File: config.mk
export PLATFORM = sky130hd
export DESIGN_NAME = dmem_lsu
export DESIGN_NICKNAME = d
export VERILOG_FILES = /design/src/rtl/dmem_lsu_pkg.sv /design/src/rtl/dmem_lsu_align.sv /design/src/rtl/dmem_lsu.sv
export SDC_FILE = /design/constraint.sdc
export NUM_CORES = 1
export LEC_CHECK = 0
export ABC_CLOCK_PERIOD_IN_PS = 3150
export CORE_AREA = 2 2 109 111
export DETAILED_ROUTE_END_ITERATION = 10
export DIE_AREA = 0 0 111 113
export PLACE_DENSITY = 0.76
export SETUP_SLACK_MARGIN = 0.3
export SLEW_MARGIN = 20
export SYNTH_ARGS = -nofsm -noshare
export SYNTH_HDL_FRONTEND = slang
export SYNTH_SLANG_ARGS = --single-unit
File: constraint.sdc
create_clock -name clk -period 3.15 [get_ports clk]
set_input_delay 0.7875 -clock clk [delete_from_list [all_inputs] [get_ports clk]]
set_output_delay 0.7875 -clock clk [all_outputs]
set_load 0.02 [all_outputs]
File: src/rtl/dmem_lsu_pkg.sv
// Shared encodings for the data-memory load/store unit: access sizes, FSM states,
// latched request record and the default RAM base address.
package dmem_lsu_pkg;

  localparam logic [1:0] SZ_BYTE = 2'b00;
  localparam logic [1:0] SZ_HALF = 2'b01;
  localparam logic [1:0] SZ_WORD = 2'b10;

  localparam logic [31:0] DMEM_BASE_DEFAULT = 32'h1001_0000;

  typedef enum logic [2:0] {
    IDLE,
    READ,
    RDWAIT,
    WRITE,
    RESP
  } lsuState_t;

  // Request fields captured on acceptance; wdata is reused for the merged RMW word.
  typedef struct packed {
    logic        we;
    logic [1:0]  size;
    logic        isUnsigned;
    logic [1:0]  lane;
    logic [31:0] wdata;
  } lsuReq_t;

endpackage

File: src/rtl/dmem_lsu_align.sv
// Lane extraction with sign/zero extension for loads, and lane merge for sub-word stores.
// Purely combinational; no state, no handshake.
module dmem_lsu_align
  import dmem_lsu_pkg::*;
(
  input  logic [1:0]  size,
  input  logic [1:0]  lane,
  input  logic        isUnsigned,
  input  logic [31:0] rdWord,
  input  logic [31:0] stData,
  output logic [31:0] ldValue,
  output logic [31:0] mergedWord
);

  logic [7:0]  byteSel;
  logic [15:0] halfSel;

  always_comb begin
    byteSel    = rdWord[{lane, 3'b000} +: 8];
    halfSel    = rdWord[{lane[1], 4'b0000} +: 16];
    ldValue    = rdWord;
    mergedWord = stData;
    case (size)
      SZ_BYTE: begin
        ldValue    = {{24{~isUnsigned & byteSel[7]}}, byteSel};
        mergedWord = rdWord;
        mergedWord[{lane, 3'b000} +: 8] = stData[7:0];
      end
      SZ_HALF: begin
        ldValue    = {{16{~isUnsigned & halfSel[15]}}, halfSel};
        mergedWord = rdWord;
        mergedWord[{lane[1], 4'b0000} +: 16] = stData[15:0];
      end
      default: ;
    endcase
  end

endmodule

File: src/rtl/dmem_lsu.sv
// Load/store unit between core and word-wide RAM: alignment check, load extension, RMW for sub-word stores.
// Accept-to-rsp_valid: error 1, word store 2, load 3, sub-word store 4 edges.
// One request in flight; req_ready only in IDLE, no response backpressure. DMEM_RANGE_CHECK_EN adds a base-relative range check.
module dmem_lsu
  import dmem_lsu_pkg::*;
#(
  parameter int ADDR_W = 9
`ifdef DMEM_RANGE_CHECK_EN
  , parameter logic [31:0] DMEM_BASE = DMEM_BASE_DEFAULT
`endif
) (
  input  logic              clk,
  input  logic              rst,
  input  logic              req_valid,
  output logic              req_ready,
  input  logic              req_we,
  input  logic [1:0]        req_size,
  input  logic              req_unsigned,
  input  logic [31:0]       req_addr,
  input  logic [31:0]       req_wdata,
  output logic              rsp_valid,
  output logic [31:0]       rsp_rdata,
  output logic              rsp_err,
  output logic              mem_we,
  output logic [ADDR_W-1:0] mem_addr,
  output logic [31:0]       mem_wdata,
  input  logic [31:0]       mem_rdata
);

  lsuState_t         state;
  lsuReq_t           cur;
  logic [ADDR_W-1:0] wordIdx;
  logic [31:0]       offset;
  logic              outOfRange;
  logic              reqErr;
  logic [31:0]       ldValue;
  logic [31:0]       mergedWord;
  logic              unusedAddrBits;

`ifdef DMEM_RANGE_CHECK_EN
  assign offset     = req_addr - DMEM_BASE;
  assign outOfRange = (offset >= (32'd4 << ADDR_W));
`else
  assign offset     = req_addr;
  assign outOfRange = 1'b0;
`endif

  // Without the range check the upper address bits are dropped so accesses wrap.
  assign unusedAddrBits = &{1'b0, offset[31:ADDR_W+2]};

  always_comb begin
    reqErr = outOfRange;
    case (req_size)
      SZ_BYTE: ;
      SZ_HALF: if (offset[0]) reqErr = 1'b1;
      SZ_WORD: if (offset[1:0] != 2'b00) reqErr = 1'b1;
      default: reqErr = 1'b1;
    endcase
  end

  dmem_lsu_align u_align (
    .size       (cur.size),
    .lane       (cur.lane),
    .isUnsigned (cur.isUnsigned),
    .rdWord     (mem_rdata),
    .stData     (cur.wdata),
    .ldValue    (ldValue),
    .mergedWord (mergedWord)
  );

  always_ff @(posedge clk or negedge rst) begin
    if (!rst) begin
      state     <= IDLE;
      cur       <= '0;
      wordIdx   <= '0;
      rsp_rdata <= '0;
      rsp_err   <= 1'b0;
    end else begin
      case (state)
        IDLE: begin
          if (req_valid) begin
            cur.we         <= req_we;
            cur.size       <= req_size;
            cur.isUnsigned <= req_unsigned;
            cur.lane       <= offset[1:0];
            cur.wdata      <= req_wdata;
            wordIdx        <= offset[ADDR_W+1:2];
            rsp_err        <= reqErr;
            if (reqErr)
              state <= RESP;
            else if (req_we && req_size == SZ_WORD)
              state <= WRITE;
            else
              state <= READ;
          end
        end
        READ:   state <= RDWAIT;
        RDWAIT: begin
          if (cur.we) begin
            cur.wdata <= mergedWord;
            state     <= WRITE;
          end else begin
            rsp_rdata <= ldValue;
            state     <= RESP;
          end
        end
        WRITE:   state <= RESP;
        RESP:    state <= IDLE;
        default: state <= IDLE;
      endcase
    end
  end

  // Handshake and RAM strobes decode straight from the state register so reset clears them at once.
  assign req_ready = (state == IDLE);
  assign rsp_valid = (state == RESP);
  assign mem_we    = (state == WRITE);
  assign mem_addr  = wordIdx;
  assign mem_wdata = cur.wdata;

endmodule

==> results.sh <==
export IMPL_ys_warn_count=0
export IMPL_grt_first_pass_wirelength_um=24100
export IMPL_fp_dieW_um=111
export IMPL_cts_buffers=9
export IMPL_start_util_pct=43.6
export IMPL_antenna_found_initial=0
export IMPL_path_cells="or2_1, nor2_1, clkdlybuf4s50_1"
export IMPL_seq_area_frac_synth_pct=42.2
export IMPL_postSynthCellCount=508
export IMPL_cp_start_kind="flop"
export IMPL_cts_path_max_buffers=2
export IMPL_crit_slowest_cell="clkdlybuf4s50_1"
export IMPL_critPathKind="reg -> out"
export IMPL_die_area_um2=12500
export IMPL_ctsHoldBuffers=0
export IMPL_synth_avg_cell_area_um2=9.68
export IMPL_clock_sinks=83
export IMPL_crit_required_ps=2360
export IMPL_fmax_ghz=0.375
export IMPL_routed_wl_um=15600
export IMPL_drive_gt1_share_pct=12.0
export IMPL_h_tree_depth=3
export IMPL_vias=4574
export IMPL_synth_distinct_cells=44
export IMPL_finalSetupTns_ps=0
export IMPL_clk_latency_ps=340
export IMPL_antenna_left=0
export IMPL_outcome="completed"
export IMPL_grt_pass1_vias=4347
export IMPL_post_cts_setup_buffer_count=0
export IMPL_synthFlopType="dfrtp_1"
export IMPL_finalCritPeriodShare_pct=84.7
export IMPL_cts_root_buffer="clkbuf_16"
export IMPL_synthToLayoutAreaGrowth_pct=36.6
export IMPL_firstDrtPassIters=6
export IMPL_portBuffers=158
export IMPL_critPathMaxStageDelay_ps=610
export IMPL_drtIter0Drc=441
export IMPL_fin_hold_ws_ps=454
export IMPL_num_fill_cells=990
export IMPL_leakagePower_nw=2.73
export IMPL_dpl_cell_count=753
export IMPL_synth_seq_cells=83
export IMPL_final_common_cell="clkdlybuf4s50_1"
export IMPL_finalCriticalPeriod_ps=2670
export IMPL_preCtsSetupSlack_ps=640
export IMPL_synthArstFlopShare_pct=100
export IMPL_hold_violations=0
export IMPL_fin_cells=768
export IMPL_dieHeight_um=113
export IMPL_fin_skew_ps=4.77
export IMPL_drc=0
export IMPL_setup_viol_count_final=0
export IMPL_fin_nets=729
export IMPL_slew_limit_headroom_pct=45.0
export IMPL_worstHoldPathType="in -> async"
export IMPL_synth_nets=616
export IMPL_cp_end_kind="output port"
export IMPL_ioPinCount=180
export IMPL_synth_edf_count=0
export IMPL_utilization_pct=59.6
export IMPL_path_clk_slew_ps=60
export IMPL_final_cell_mix="157 x clkdlybuf4s50_1, 83 x dfrtp_1, 53 x nand2_1"
export IMPL_powerDensity_nw_per_um2=1080
export IMPL_diodes=0
export IMPL_setup_slack_ps=483
export IMPL_hpwl_um=11400
export IMPL_tightest_slew_ps=816
export IMPL_maxCapViolCount=0
export IMPL_cts_resized=0
export IMPL_rsz0062_at_grt="no"
export IMPL_gp_congestion=0.875
export IMPL_netlist_area_um2=4920
export IMPL_cp_data_arrival_time_ps=1880
export IMPL_drv_slew=0
export IMPL_via_per_inst=5.96
export IMPL_grt_max_degree=84
export IMPL_core_rowCount=39
export IMPL_core_area_um2=11300
export IMPL_grtUsageTotal_pct=24.7
export IMPL_ir_drop_mv=0.493
export IMPL_cp_max_fo=9
export IMPL_cts_tree="yes"
export IMPL_grt_ovfl_total=0
export IMPL_wl_per_cell_um=20.4
## per-stage QoR
| stage | power, mW | area (um^2) |
|---|---|---|
| final | 7.28 | 6720 |
| after global routing | 7.69 | 6720 |
| after CTS | 7.28 | 6720 |
| after detailed placement | 6.09 | 6390 |
| after global placement | 5.99 | 6390 |
| after floorplan | 4.74 | 4920 |
## Yosys cell counts, drive strengths merged (2+ instances only)
cell type	count	area [um^2]
nor2b	5	31.3
nor2	50	188
nor3b	11	87.6
buf	39	293
o31ai	10	75.1
nor4bb	9	90.1
or3	2	12.5
o21ai	19	95.1
clkbuf	31	116
a211o	9	78.8
nand3b	3	22.5
a31oi	8	50.1
dfrtp	83	2080
o22a	7	61.3
nand2b	6	37.5
mux2	28	315
a22o	8	70.1
a221oi	26	228
a21oi	13	65.1
nand2	53	199
nand3	32	210
inv	5	18.8
a211oi	19	148
ha	5	62.6
mux2i	15	150
## per-layer routing
metal / vias up / global-route usage [%] / wire length [um]
li1: 2071 / - / -
met1: 2243 / 32.6 / 6390
met2: 234 / 41.0 / 7540
met3: 26 / 5.62 / 1440
met4: 0 / 6.92 / 275
met5: - / 0 / 0
## state kept, by name, summed over array words and instances, names as in the netlist
| name | cells |
|---|---|
| mem_addr | 9 |
| mem_wdata | 32 |
| state | 3 |
| rsp_err | 1 |
| cur | 6 |
| rsp_rdata | 32 |
## worst max-delay path, delay by kind of cell (launching register included)
kind / cells / cell delay [ps]
buffers and inverters: 1 / 610
flip-flops: 1 / 470
AND/OR/NAND/NOR: 2 / 470
## kinds of logic after synthesis
family	Yosys count	synth area share, %
AND/OR/NAND/NOR	176	18.8
flip-flops	83	42.2
multiplexers	44	9.92
buffers and inverters	75	8.70
AO/OA/AOI/OAI	125	19.1
adder cells (fa/ha/maj)	5	1.27
## worst paths after layout
| path | from | to | slack (ps) | cells after the start |
|---|---|---|---|---|
| max in group asynchronous | rst | rsp_rdata[12] | 2300 | 2 |
| hold / removal | rst | mem_addr[1] | 450 | 2 |
| hold reg to reg | rsp_rdata[24] | rsp_rdata[24] | 500 | 2 |
| min in group clk | rsp_rdata[24] | rsp_rdata[24] | 500 | 2 |
| setup reg to reg | cur[33] | mem_wdata[10] | 580 | 6 |
| setup / recovery | state[0] | req_ready | 480 | 3 |
## power breakdown
group | switching (mW) | total (mW) | internal [mW]
Combinational | 2.12 | 3.99 | 1.87
Sequential | 0.535 | 2.13 | 1.60
Clock | 0.425 | 1.16 | 0.733
Total | 3.08 | 7.28 | 4.20
## layout make-up
class | instances | area, um^2 | area share (%)
multi-input cells | 350 | 2420 | 36.0
well taps | 143 | 179 | 2.66
clock buffers | 11 | 253 | 3.76
flip-flops and latches | 83 | 2080 | 30.9
clock inverters | 4 | 73.8 | 1.10
inverters | 5 | 18.8 | 0.279
repair buffers | 172 | 1700 | 25.3
Power figures use the tool's default switching activity.
